$ cat src/rtl/code_conv_pkg.sv
// Shared definitions for the code converter scheduler.
// Holds the conversion-direction constants, the output-register state
// encoding and the default code word width.
package code_conv_pkg;

    localparam int WIDTH_DEFAULT = 4;

    localparam logic MODE_B2G = 1'b0;   // binary -> gray
    localparam logic MODE_G2B = 1'b1;   // gray -> binary

    typedef enum logic {
        IDLE = 1'b0,
        FULL = 1'b1
    } state_t;

endpackage

$ cat src/rtl/code_conv_core.sv
// Combinational binary<->gray converter.
// Ports:
//   din   source code word
//   mode  MODE_B2G or MODE_G2B
//   dout  converted code word
module code_conv_core
    import code_conv_pkg::*;
#(
    parameter int WIDTH = WIDTH_DEFAULT
) (
    input  logic [WIDTH-1:0] din,
    input  logic             mode,
    output logic [WIDTH-1:0] dout
);

    logic [WIDTH-1:0] gray;
    logic [WIDTH-1:0] bin;

    always_comb begin
        gray = din ^ (din >> 1);
        // Gray decode is a running XOR from the MSB downwards.
        bin = din;
        for (int i = WIDTH - 2; i >= 0; i--) begin
            bin[i] = bin[i+1] ^ din[i];
        end
        dout = (mode == MODE_G2B) ? bin : gray;
    end

endmodule

$ cat src/rtl/code_conv_sched.sv
// Two-requester scheduler sharing one code converter, with a single-entry
// registered output and a consumed-result counter.
// Ports:
//   clk, rst_n                    clock, async active-low reset
//   a_valid/a_ready/a_mode/a_data requester A handshake and request
//   b_valid/b_ready/b_mode/b_data requester B handshake and request
//   out_valid/out_ready           output register handshake
//   out_data/out_mode/out_src     converted word, direction, requester served
//   done_cnt                      results consumed, wraps at 255
//
// state | meaning
// IDLE  | output register empty
// FULL  | output register holds a result (out_valid=1)
module code_conv_sched
    import code_conv_pkg::*;
#(
    parameter int WIDTH = WIDTH_DEFAULT
) (
    input  logic             clk,
    input  logic             rst_n,
    input  logic             a_valid,
    output logic             a_ready,
    input  logic             a_mode,
    input  logic [WIDTH-1:0] a_data,
    input  logic             b_valid,
    output logic             b_ready,
    input  logic             b_mode,
    input  logic [WIDTH-1:0] b_data,
    output logic             out_valid,
    input  logic             out_ready,
    output logic [WIDTH-1:0] out_data,
    output logic             out_mode,
    output logic             out_src,
    output logic [7:0]       done_cnt
);

    state_t           state;
    state_t           state_nxt;
    logic             rr_ptr;      // 1 = favour B when both request
    logic             grant_b;
    logic             accept;
    logic             consume;
    logic             sel_mode;
    logic [WIDTH-1:0] sel_data;
    logic [WIDTH-1:0] conv_data;

    assign out_valid = (state == FULL);
    assign consume   = out_valid && out_ready;
    assign sel_mode  = grant_b ? b_mode : a_mode;
    assign sel_data  = grant_b ? b_data : a_data;

    code_conv_core #(.WIDTH(WIDTH)) u_core (
        .din  (sel_data),
        .mode (sel_mode),
        .dout (conv_data)
    );

    always_comb begin
        state_nxt = state;
        accept    = 1'b0;
        a_ready   = 1'b0;
        b_ready   = 1'b0;
        grant_b   = b_valid && (!a_valid || rr_ptr);
        // rst_n gating keeps both readies low throughout reset.
        if (rst_n && ((state == IDLE) || out_ready) && (a_valid || b_valid)) begin
            accept  = 1'b1;
            a_ready = !grant_b;
            b_ready = grant_b;
        end
        case (state)
            IDLE:    if (accept) state_nxt = FULL;
            FULL:    if (out_ready && !accept) state_nxt = IDLE;
            default: state_nxt = IDLE;
        endcase
    end

    always_ff @(posedge clk or negedge rst_n) begin
        if (!rst_n) begin
            state    <= IDLE;
            rr_ptr   <= 1'b0;
            out_data <= '0;
            out_mode <= 1'b0;
            out_src  <= 1'b0;
        end else begin
            state <= state_nxt;
            if (accept) begin
                rr_ptr   <= !grant_b;
                out_data <= conv_data;
                out_mode <= sel_mode;
                out_src  <= grant_b;
            end
        end
    end

    always_ff @(posedge clk or negedge rst_n) begin
        if (!rst_n) begin
            done_cnt <= 8'd0;
        end else if (consume) begin
            done_cnt <= done_cnt + 8'd1;
        end
    end

endmodule

$ cat config.mk
export PLATFORM = sky130hd
export DESIGN_NAME = code_conv_sched
export DESIGN_NICKNAME = d
export VERILOG_FILES = /design/src/rtl/code_conv_pkg.sv /design/src/rtl/code_conv_core.sv /design/src/rtl/code_conv_sched.sv
export SDC_FILE = /design/constraint.sdc
export NUM_CORES = 1
export LEC_CHECK = 0
export CAP_MARGIN = 25
export CORE_ASPECT_RATIO = 1.2
export CORE_UTILIZATION = 43
export DETAILED_ROUTE_END_ITERATION = 8
export GPL_ROUTABILITY_DRIVEN = 0
export PLACE_DENSITY_LB_ADDON = 0.3
export RECOVER_POWER = 100
export SLEW_MARGIN = 5
export SYNTH_ARGS = -nofsm -noshare
export SYNTH_HDL_FRONTEND = slang
export SYNTH_SLANG_ARGS = --single-unit
$ cat constraint.sdc
create_clock -name clk -period 1.65 [get_ports clk]
set_input_delay 0.33 -clock clk [delete_from_list [all_inputs] [get_ports clk]]
set_output_delay 0.33 -clock clk [all_outputs]
set_load 0.05 [all_outputs]
==> flow_metrics.env, run 1 <==
export IMPL_wl_um=1853
export IMPL_r2r_cells=5
export IMPL_io_pins=32
export IMPL_synth_seq_area_share_pct=45.98
export IMPL_worst_setup_path_start_kind="register"
export IMPL_worstSkewPairLatency_ps=290
export IMPL_use_met1_pct=22.54
export IMPL_cts_root_buf="clkbuf_4"
export IMPL_antenna_cells=0
export IMPL_path_max_fanout=4
export IMPL_numCtsBuffers=3
export IMPL_drv_slew=0
export IMPL_grt_pass1_vias=750
export IMPL_synthFlopType="dfrtp_1"
export IMPL_min_period_over_period_pct=98.34
export IMPL_synth_edf_count=0
export IMPL_fin_util_pct=71.72
export IMPL_crit_start="out_valid"
export IMPL_busiest_layer="met2"
export IMPL_crit_path_max_incr_delay_ps=420
export IMPL_cts_tree="yes"
export IMPL_nNetsFinal=146
export IMPL_syn_inst=83
export IMPL_met2_usage_pct=32.34
export IMPL_drc=0
export IMPL_hold_violations=0
export IMPL_cts_num_sinks=16
export IMPL_drive_above_1_share_pct=31.78
export IMPL_cts_max_level=1
export IMPL_clk_pin_slew_worst_paths_ps=100
export IMPL_met3_usage_pct=4.240
export IMPL_areaGrowthSynthToFinish_pct=54.17
export IMPL_dpl_hpwl_um=1449
export IMPL_start_util_pct=46.52
export IMPL_core_mm2=0.001872
export IMPL_cp_depth=4
export IMPL_cts_path_max_buffers=2
export IMPL_rr_startpoint="out_valid"
export IMPL_worstMarginPinSlew_ps=857.2
export IMPL_die_w_um=43.08
export IMPL_die_area_mm2=0.002210
export IMPL_min_period_ps=1623
export IMPL_cp_required_ps=1320
export IMPL_p_per_area_mw_per_mm2=1335
export IMPL_timing_fmax_ghz=0.6163
export IMPL_grt_ovfl_total=0
export IMPL_cp_slowest_cell="dfrtp_1"
export IMPL_synth_cell_types=33
export IMPL_num_vias=786
export IMPL_finalPower_mw=1.793
export IMPL_ys_seq_elements=16
export IMPL_port_buffer_count=31
export IMPL_cp_top_family="simple AND/OR/NAND/NOR gates"
export IMPL_synthArstFlopShare_pct=100.0
export IMPL_status="completed"
export IMPL_regToRegEndpoint="out_data[1]"
export IMPL_setup_viol=0
export IMPL_path_buf_inv=1
export IMPL_worst_setup_path_end_kind="output port"
export IMPL_ant_nets=0
export IMPL_arrival_ps=1290
export IMPL_netlist_area_um2=870.8
export IMPL_syn_area_per_cell_um2=10.49
export IMPL_grt_pass1_wl_um=3174
export IMPL_viasPerCell=5.311
export IMPL_rrSetupSlack_ps=320
export IMPL_rows=17
export IMPL_critPathKind="reg -> out"
export IMPL_track_usage_pct=18.89
export IMPL_dieHeight_um=51.30
export IMPL_vdd_drop_max_v=0.0008368
export IMPL_synth_fp_nets=99
export IMPL_finClkSkew_ps=2.570
export IMPL_rsz0062_at_grt="yes"
export IMPL_fin_tns_setup_ps=0
export IMPL_first_iter_violations=11
export IMPL_ys_warn_count=0
export IMPL_grt_max_degree=17
export IMPL_slew_headroom_pct=42.85
export IMPL_hold_path_class="in -> async"
export IMPL_p_leak_nw=0.6590
export IMPL_antenna_found_initial=0
export IMPL_cap_violations=0
export IMPL_drt_pass1_iterations=3
export IMPL_crit_chain="or2b_4 > nand2b_4 > nor2_4 > buf_12"
export IMPL_wl_per_cell_um=12.52
## worst register-to-register path, stage by stage, from the launching register on
cell      delay, ps
dfrtp_1         420
or2b_4          230
nand2b_4         80
buf_4           140
buf_4           130
o31ai_1         240
## worst max path at each step
stage	endpoint
CTS	a_ready
detailed placement	b_ready
finish	a_ready
floorplan	a_ready
global placement	b_ready
global route	a_ready
## power breakdown
part           total [mW]  switching [mW]  internal [mW]
sequential          0.612           0.117          0.495
combinational       0.917           0.542          0.376
clock               0.263           0.129          0.134
total                1.79           0.787           1.01
## placed cells by master (no fill, tap or decap), types with 2 or more instances in the layout
master	synthesis	final
and3_1	3	3
nand3_1	7	7
dfrtp_1	16	16
xor2_1	5	5
a21oi_1	2	2
o21ai_1	1	2
xnor2_1	6	6
o31ai_1	2	2
clkbuf_4	0	3
o21ai_0	3	2
a21boi_0	2	2
nand2b_4	1	2
nand2_1	9	8
clkdlybuf4s50_1	0	10
mux2i_1	3	3
dlygate4sd2_1	0	4
nor2_1	4	2
buf_12	0	4
buf_4	0	24
nor2_4	0	2
## routing by layer
metal | vias to the layer above | wire length, µm
li1 | 387 | -
met1 | 372 | 785
met2 | 25 | 963
met3 | 2 | 81
met4 | 0 | 23
met5 | - | 0
## sequential cells by signal (all words and copies together) (netlist names)
register and cells:
done_cnt 8, out_data 4, out_mode 1, out_src 1, out_valid 1, rr_ptr 1
## layout make-up
type / instances / area, µm²
timing repair buffer: 44 / 410.4
sequential: 16 / 400.4
multi-input combinational: 64 / 467.9
fill: 146 / 529.3
inverter: 1 / 3.754
clock buffer: 4 / 36.28
tap: 19 / 23.77
## synthesized netlist by cell type, drive strengths merged (2+ instances only)
master	number	area share (%)
dfrtp	16	46
nand2	9	3.9
nand3	7	4.0
xnor2	6	6.0
xor2	5	5.0
nor2	4	1.7
o21ai	4	2.3
and3	3	2.2
mux2i	3	3.4
nand2b	3	3.3
a21boi	2	1.7
a21oi	2	1.1
o31ai	2	1.7
## stage by stage
stage                     hold WS, ps  area [µm²]  setup WS [ps]  instances
final                           387.0        1343          27.36        148
after global routing            442.6        1343         -39.94        148
after CTS                       156.2        1331          10.61        146
after detailed placement        464.6        1277         -207.0        141
after global placement          463.7        1277         -163.4        141
after floorplan                 34.41       885.9         -44.35         83
## cells by family (layout without fill, tap and decap cells)
kind of cell / Yosys count / in the layout / synth area share [%]
flops: 16 / 16 / 45.98
simple gates: 30 / 30 / 18.82
fa+ha+maj: 1 / 1 / 1.437
buf+inv: 3 / 49 / 3.304
compound gates: 18 / 18 / 14.65
mux: 4 / 4 / 4.741
xor+xnor: 11 / 11 / 11.06
## what timing repair did
action	CTS	global route
pin swaps	2	1
hold buffers	0	0
buffers inserted	1	2
gates resized for setup	10	0
setup endpoints to repair	2	2
Power figures use the tool's default switching activity.
==> inputs of run 2 (changes only) <==
CORE_MARGIN = 2   (was unset)
==> run 2 against run 1 <==
Sequential share of layout area is 0.52 points lower. First-iteration DRC count increased by 9.1%. Critical path depth did not move. Power down 3.5%. Worst setup slack gained 29 ps. Count of clock-buffer cells in the layout down 1. Flip-flop and latch count unchanged. Clock skew decreased by 1.2 ps. Combinational power hardly changed. Register-to-register slack is essentially flat.
==> flow_metrics.env, run 2 (same netlist as run 1, synthesis figures left out) <==
export IMPL_cts_root_buf="clkbuf_4"
export IMPL_layout_setup_ws_ps=56.47
export IMPL_cts_max_level=1
export IMPL_design_area_mm2=0.001366
export IMPL_finalPower_mw=1.729
export IMPL_wl_met3_um=90
export IMPL_placed_cell_area_mm2=0.001308
export IMPL_rows=17
export IMPL_num_vias=820
export IMPL_hold_path_class="in -> reg"
export IMPL_finClkSkew_ps=1.417
export IMPL_drc=0
export IMPL_worstMarginPinSlew_ps=853.6
export IMPL_drive_above_1_share_pct=33.33
export IMPL_areaGrowthSynthToFinish_pct=56.90
export IMPL_timing_fmax_ghz=0.6275
export IMPL_vdd_drop_max_v=0.0007932
export IMPL_routed_top_layer="met4"
export IMPL_top_register="done_cnt"
export IMPL_min_path_cells=3
export IMPL_status="completed"
export IMPL_wl_um=1925
export IMPL_final_cell_mix="buf_4 (27), dfrtp_1 (16), clkdlybuf4s50_1 (10)"
export IMPL_clk_pin_slew_worst_paths_ps=90
export IMPL_worstSkewPairLatency_ps=280
export IMPL_cp_required_ps=1320
export IMPL_worst_setup_path_end_kind="output port"
export IMPL_grt_pass1_wl_um=3098
export IMPL_die_area_mm2=0.002403
export IMPL_met2_wirelength_um=998
export IMPL_io_pins=32
export IMPL_r2r_cells=5
export IMPL_grt_ovfl_total=0
export IMPL_start_util_pct=46.52
export IMPL_p_leak_nw=0.6803
export IMPL_final_common_cell="buf_4"
export IMPL_setup_viol=0
export IMPL_nNetsFinal=150
export IMPL_core_mm2=0.001872
export IMPL_dp_worst_setup_slack_ps=-168.3
export IMPL_fin_util_pct=72.99
export IMPL_viasPerCell=5.430
export IMPL_critPathKind="reg -> out"
export IMPL_antenna_found_initial=0
export IMPL_top_regs="done_cnt: 8 flops, out_data: 4 flops"
export IMPL_wl_per_cell_um=12.75
export IMPL_drv_slew=0
export IMPL_die_w_um=45.08
export IMPL_grt_pass1_vias=743
export IMPL_first_iter_violations=12
export IMPL_antenna_cells=0
export IMPL_numCtsBuffers=3
export IMPL_cap_violations=0
export IMPL_min_period_ps=1594
export IMPL_track_usage_pct=17.85
export IMPL_wl_met1_um=793
export IMPL_worst_setup_path_start_kind="register"
export IMPL_port_buffer_count=31
export IMPL_dieHeight_um=53.30
export IMPL_p_per_area_mw_per_mm2=1265
export IMPL_slew_headroom_pct=43.09
export IMPL_drt_pass1_iterations=4
export IMPL_min_period_over_period_pct=96.58
export IMPL_arrival_ps=1260
export IMPL_grt_max_degree=17
export IMPL_cts_tree="yes"
export IMPL_hold_violations=0
export IMPL_cts_path_max_buffers=2
export IMPL_dpl_hpwl_um=1516
export IMPL_cts_num_sinks=16
export IMPL_path_max_fanout=3
export IMPL_ant_nets=0
export IMPL_largest_reg_flops=8
export IMPL_fin_tns_setup_ps=0
## run 2: changes by cell type in the layout (fill, tap and decap cells not counted), sizes merged
cell	before	now
buf	29	33
clkbuf	5	4
dlygate4sd2	4	3
dlymetal6s2s	0	1
## run 2: worst paths after layout
check / startpoint / to / slack [ps]
worst min register to register: done_cnt[7] / done_cnt[7] / 480
worst max register to register: out_valid / out_data[1] / 330
max in group asynchronous: rst_n / done_cnt[5] / 730
min in group asynchronous: rst_n / done_cnt[0] / 400
worst max-delay path: out_valid / a_ready / 60
worst min-delay path: out_ready / out_valid / 380
## run 2: critical path, stage by stage (launching register included)
cell	delay, ps
dfrtp_1	410
or2b_4	220
nand2b_4	80
nor2_4	140
buf_12	140
## run 2: final cells by class
type | instances | area [µm²]
Fill cell | 158 | 505.5
Sequential cell | 16 | 400.4
Inverter | 1 | 3.754
Timing Repair Buffer | 48 | 447.9
Clock buffer | 3 | 22.52
Tap cell | 19 | 23.77
Multi-Input combinational cell | 64 | 467.9
## run 2: report_power, final
group          total (mW)  internal [mW]  switching [mW]
clock network       0.200         0.0846           0.116
logic               0.919          0.376           0.543
registers           0.609          0.495           0.114
total                1.73          0.956           0.773
## run 2: per-stage QoR
stage	cells	hold WS [ps]
after floorplan	83	34.41
after global routing	151	377.3
after detailed placement	145	463.9
final	151	384.2
after CTS	150	158.6
after global placement	145	462.7
## run 2: routing by layer
| metal | track usage [%] | up-vias |
|---|---|---|
| met3 | 2.048 | 6 |
| met1 | 21.02 | 381 |
| met4 | 8.824 | 0 |
| li1 | - | 398 |
| met5 | 0 | - |
| met2 | 31.19 | 35 |
## run 2: timing repair
item,in CTS,in global routing
buffers inserted,2,1
gates resized for setup,10,1
setup endpoints to repair,2,2
hold buffers,0,0
pin swaps,3,1
==> inputs of run 3 (changes only) <==
CELL_PAD_IN_SITES_DETAIL_PLACEMENT = 1   (was unset)
CELL_PAD_IN_SITES_GLOBAL_PLACEMENT = 2   (was unset)
CORE_UTILIZATION = 26   (was 43)
==> run 3 against run 2 <==
Combinational power decreased by 13%. Flip-flop and latch count unchanged. Register-to-register slack got worse by 170 ps. Sequential power decreased by 1%. Power increased by 1.7%. Die area increased by 59%. Maximum frequency increased by 1.6%. Via count decreased by 1.3%. Count of clock-buffer cells in the layout increased by 1. Final cell count increased by 13%. Critical endpoint is now b_ready. Clock skew increased by 3.4 ps.
==> flow_metrics.env, run 3 (same netlist as run 1, synthesis figures left out) <==
export IMPL_path_buf_inv=1
export IMPL_grt_max_degree=17
export IMPL_cap_violations=0
export IMPL_slew_headroom_pct=38.84
export IMPL_cp_slowest_cell="dfrtp_1"
export IMPL_grt_pass1_vias=853
export IMPL_hold_violations=0
export IMPL_arrival_ps=1240
export IMPL_worstMarginPinSlew_ps=917.4
export IMPL_core_mm2=0.003281
export IMPL_layout_setup_ws_ps=82.07
export IMPL_crit_chain="or2b_4 > nand2b_4 > nor2_4 > buf_12"
export IMPL_areaGrowthSynthToFinish_pct=54.74
export IMPL_hold_path_class="in -> async"
export IMPL_fin_util_pct=41.08
export IMPL_final_common_cell="dfrtp_1"
export IMPL_cts_hold_buf=0
export IMPL_antenna_found_initial=0
export IMPL_num_vias=809
export IMPL_cts_num_sinks=16
export IMPL_p_leak_nw=0.6376
export IMPL_placed_cell_area_mm2=0.001330
export IMPL_wl_per_cell_um=13.33
export IMPL_worstSkewPairLatency_ps=250
export IMPL_worst_setup_path_end_kind="output port"
export IMPL_clk_pin_slew_worst_paths_ps=70
export IMPL_timing_fmax_ghz=0.6378
export IMPL_setup_viol=0
export IMPL_antenna_cells=0
export IMPL_drive_above_1_share_pct=23.88
export IMPL_port_buffer_count=31
export IMPL_cts_path_max_buffers=2
export IMPL_largest_reg_flops=8
export IMPL_first_iter_violations=16
export IMPL_cts_root_buf="clkbuf_8"
export IMPL_drt_pass1_iterations=2
export IMPL_worst_setup_path_start_kind="register"
export IMPL_die_w_um=56.83
export IMPL_io_pins=32
export IMPL_viasPerCell=4.731
export IMPL_track_usage_pct=13.10
export IMPL_final_cells=171
export IMPL_grt_ovfl_total=0
export IMPL_dpl_hpwl_um=1830
export IMPL_cts_max_level=1
export IMPL_drc=0
export IMPL_ant_nets=0
export IMPL_grt_pass1_wl_um=3781
export IMPL_start_util_pct=26.54
export IMPL_status="completed"
export IMPL_cp_top_family="simple AND/OR/NAND/NOR gates"
export IMPL_vdd_drop_max_v=0.0007246
export IMPL_cts_tree="yes"
export IMPL_wl_um=2280
export IMPL_min_period_ps=1568
export IMPL_final_cell_mix="dfrtp_1 (16), clkbuf_1 (15), clkdlybuf4s50_1 (10), buf_4 (10), nand2_1 (8)"
export IMPL_min_period_over_period_pct=95.03
export IMPL_top_regs="done_cnt: 8 flops, out_data: 4 flops"
export IMPL_rows=23
export IMPL_numCtsBuffers=3
export IMPL_crit_path_max_incr_delay_ps=410
export IMPL_cp_required_ps=1320
export IMPL_die_area_mm2=0.003830
export IMPL_critPathKind="reg -> out"
export IMPL_place_inst=163
export IMPL_path_max_fanout=4
export IMPL_drv_slew=0
export IMPL_dp_worst_setup_slack_ps=-211.1
export IMPL_p_per_area_mw_per_mm2=1304
export IMPL_nNetsFinal=151
export IMPL_dieHeight_um=67.40
export IMPL_finClkSkew_ps=4.783
export IMPL_top_register="done_cnt"
export IMPL_design_area_mm2=0.001348
export IMPL_rsz0062_at_grt="no"
[run 3: cell count changes in the layout (fill, tap and decap cells not counted), sizes merged]
cell / delta
buf: -20
clkbuf: +21
dlygate4sd2: +1
[run 3: final timing paths]
path | from | to | slack (ps) | depth (start not counted)
setup / recovery | out_valid | b_ready | 80 | 4
setup reg to reg | out_valid | out_data[2] | 160 | 5
hold / removal | rst_n | rr_ptr | 470 | 2
min in group clk | done_cnt[7] | done_cnt[7] | 470 | 1
hold reg to reg | done_cnt[7] | done_cnt[7] | 470 | 1
max in group asynchronous | rst_n | done_cnt[7] | 620 | 2
[run 3: metrics by stage]
stage	hold slack [ps]	setup TNS [ps]	power, mW
5_1_grt	490.3	0	1.858
3_5_place_dp	467.4	-958.1	1.547
4_1_cts	220.1	0	1.922
3_3_place_gp	464.1	-860.2	1.519
2_1_floorplan	34.41	-44.35	1.155
6_report	465.8	0	1.758
[run 3: timing repair]
action / CTS / global route
gates resized for setup: 11 / 0
setup buffers: 4 / 0
setup endpoints to repair: 2 / 0
[run 3: metal layers]
metal / global-route usage [%] / wire, µm
met1: 13.43 / 927
met2: 25.29 / 1176
met3: 1.341 / 120
met4: 8.430 / 55
met5: 0 / 0
[run 3: cell type report]
type | instances | area (µm²)
fillers | 388 | 1933
multi-input cells | 64 | 471.7
flip-flops and latches | 16 | 400.4
repair buffers | 49 | 370.4
clock buffers | 4 | 55.05
well taps | 37 | 46.29
inverters | 1 | 3.754
[run 3: worst reg2reg max path: stages (launching register included)]
cell and delay, ps:
dfrtp_1 390, or2b_4 300, nand2b_4 100, clkbuf_4 140, clkbuf_1 280, o21ai_0 150
[run 3: power breakdown]
| part | internal, mW | total [mW] | switching (mW) |
|---|---|---|---|
| registers | 0.496 | 0.603 | 0.107 |
| logic | 0.255 | 0.803 | 0.548 |
| clock network | 0.212 | 0.351 | 0.139 |
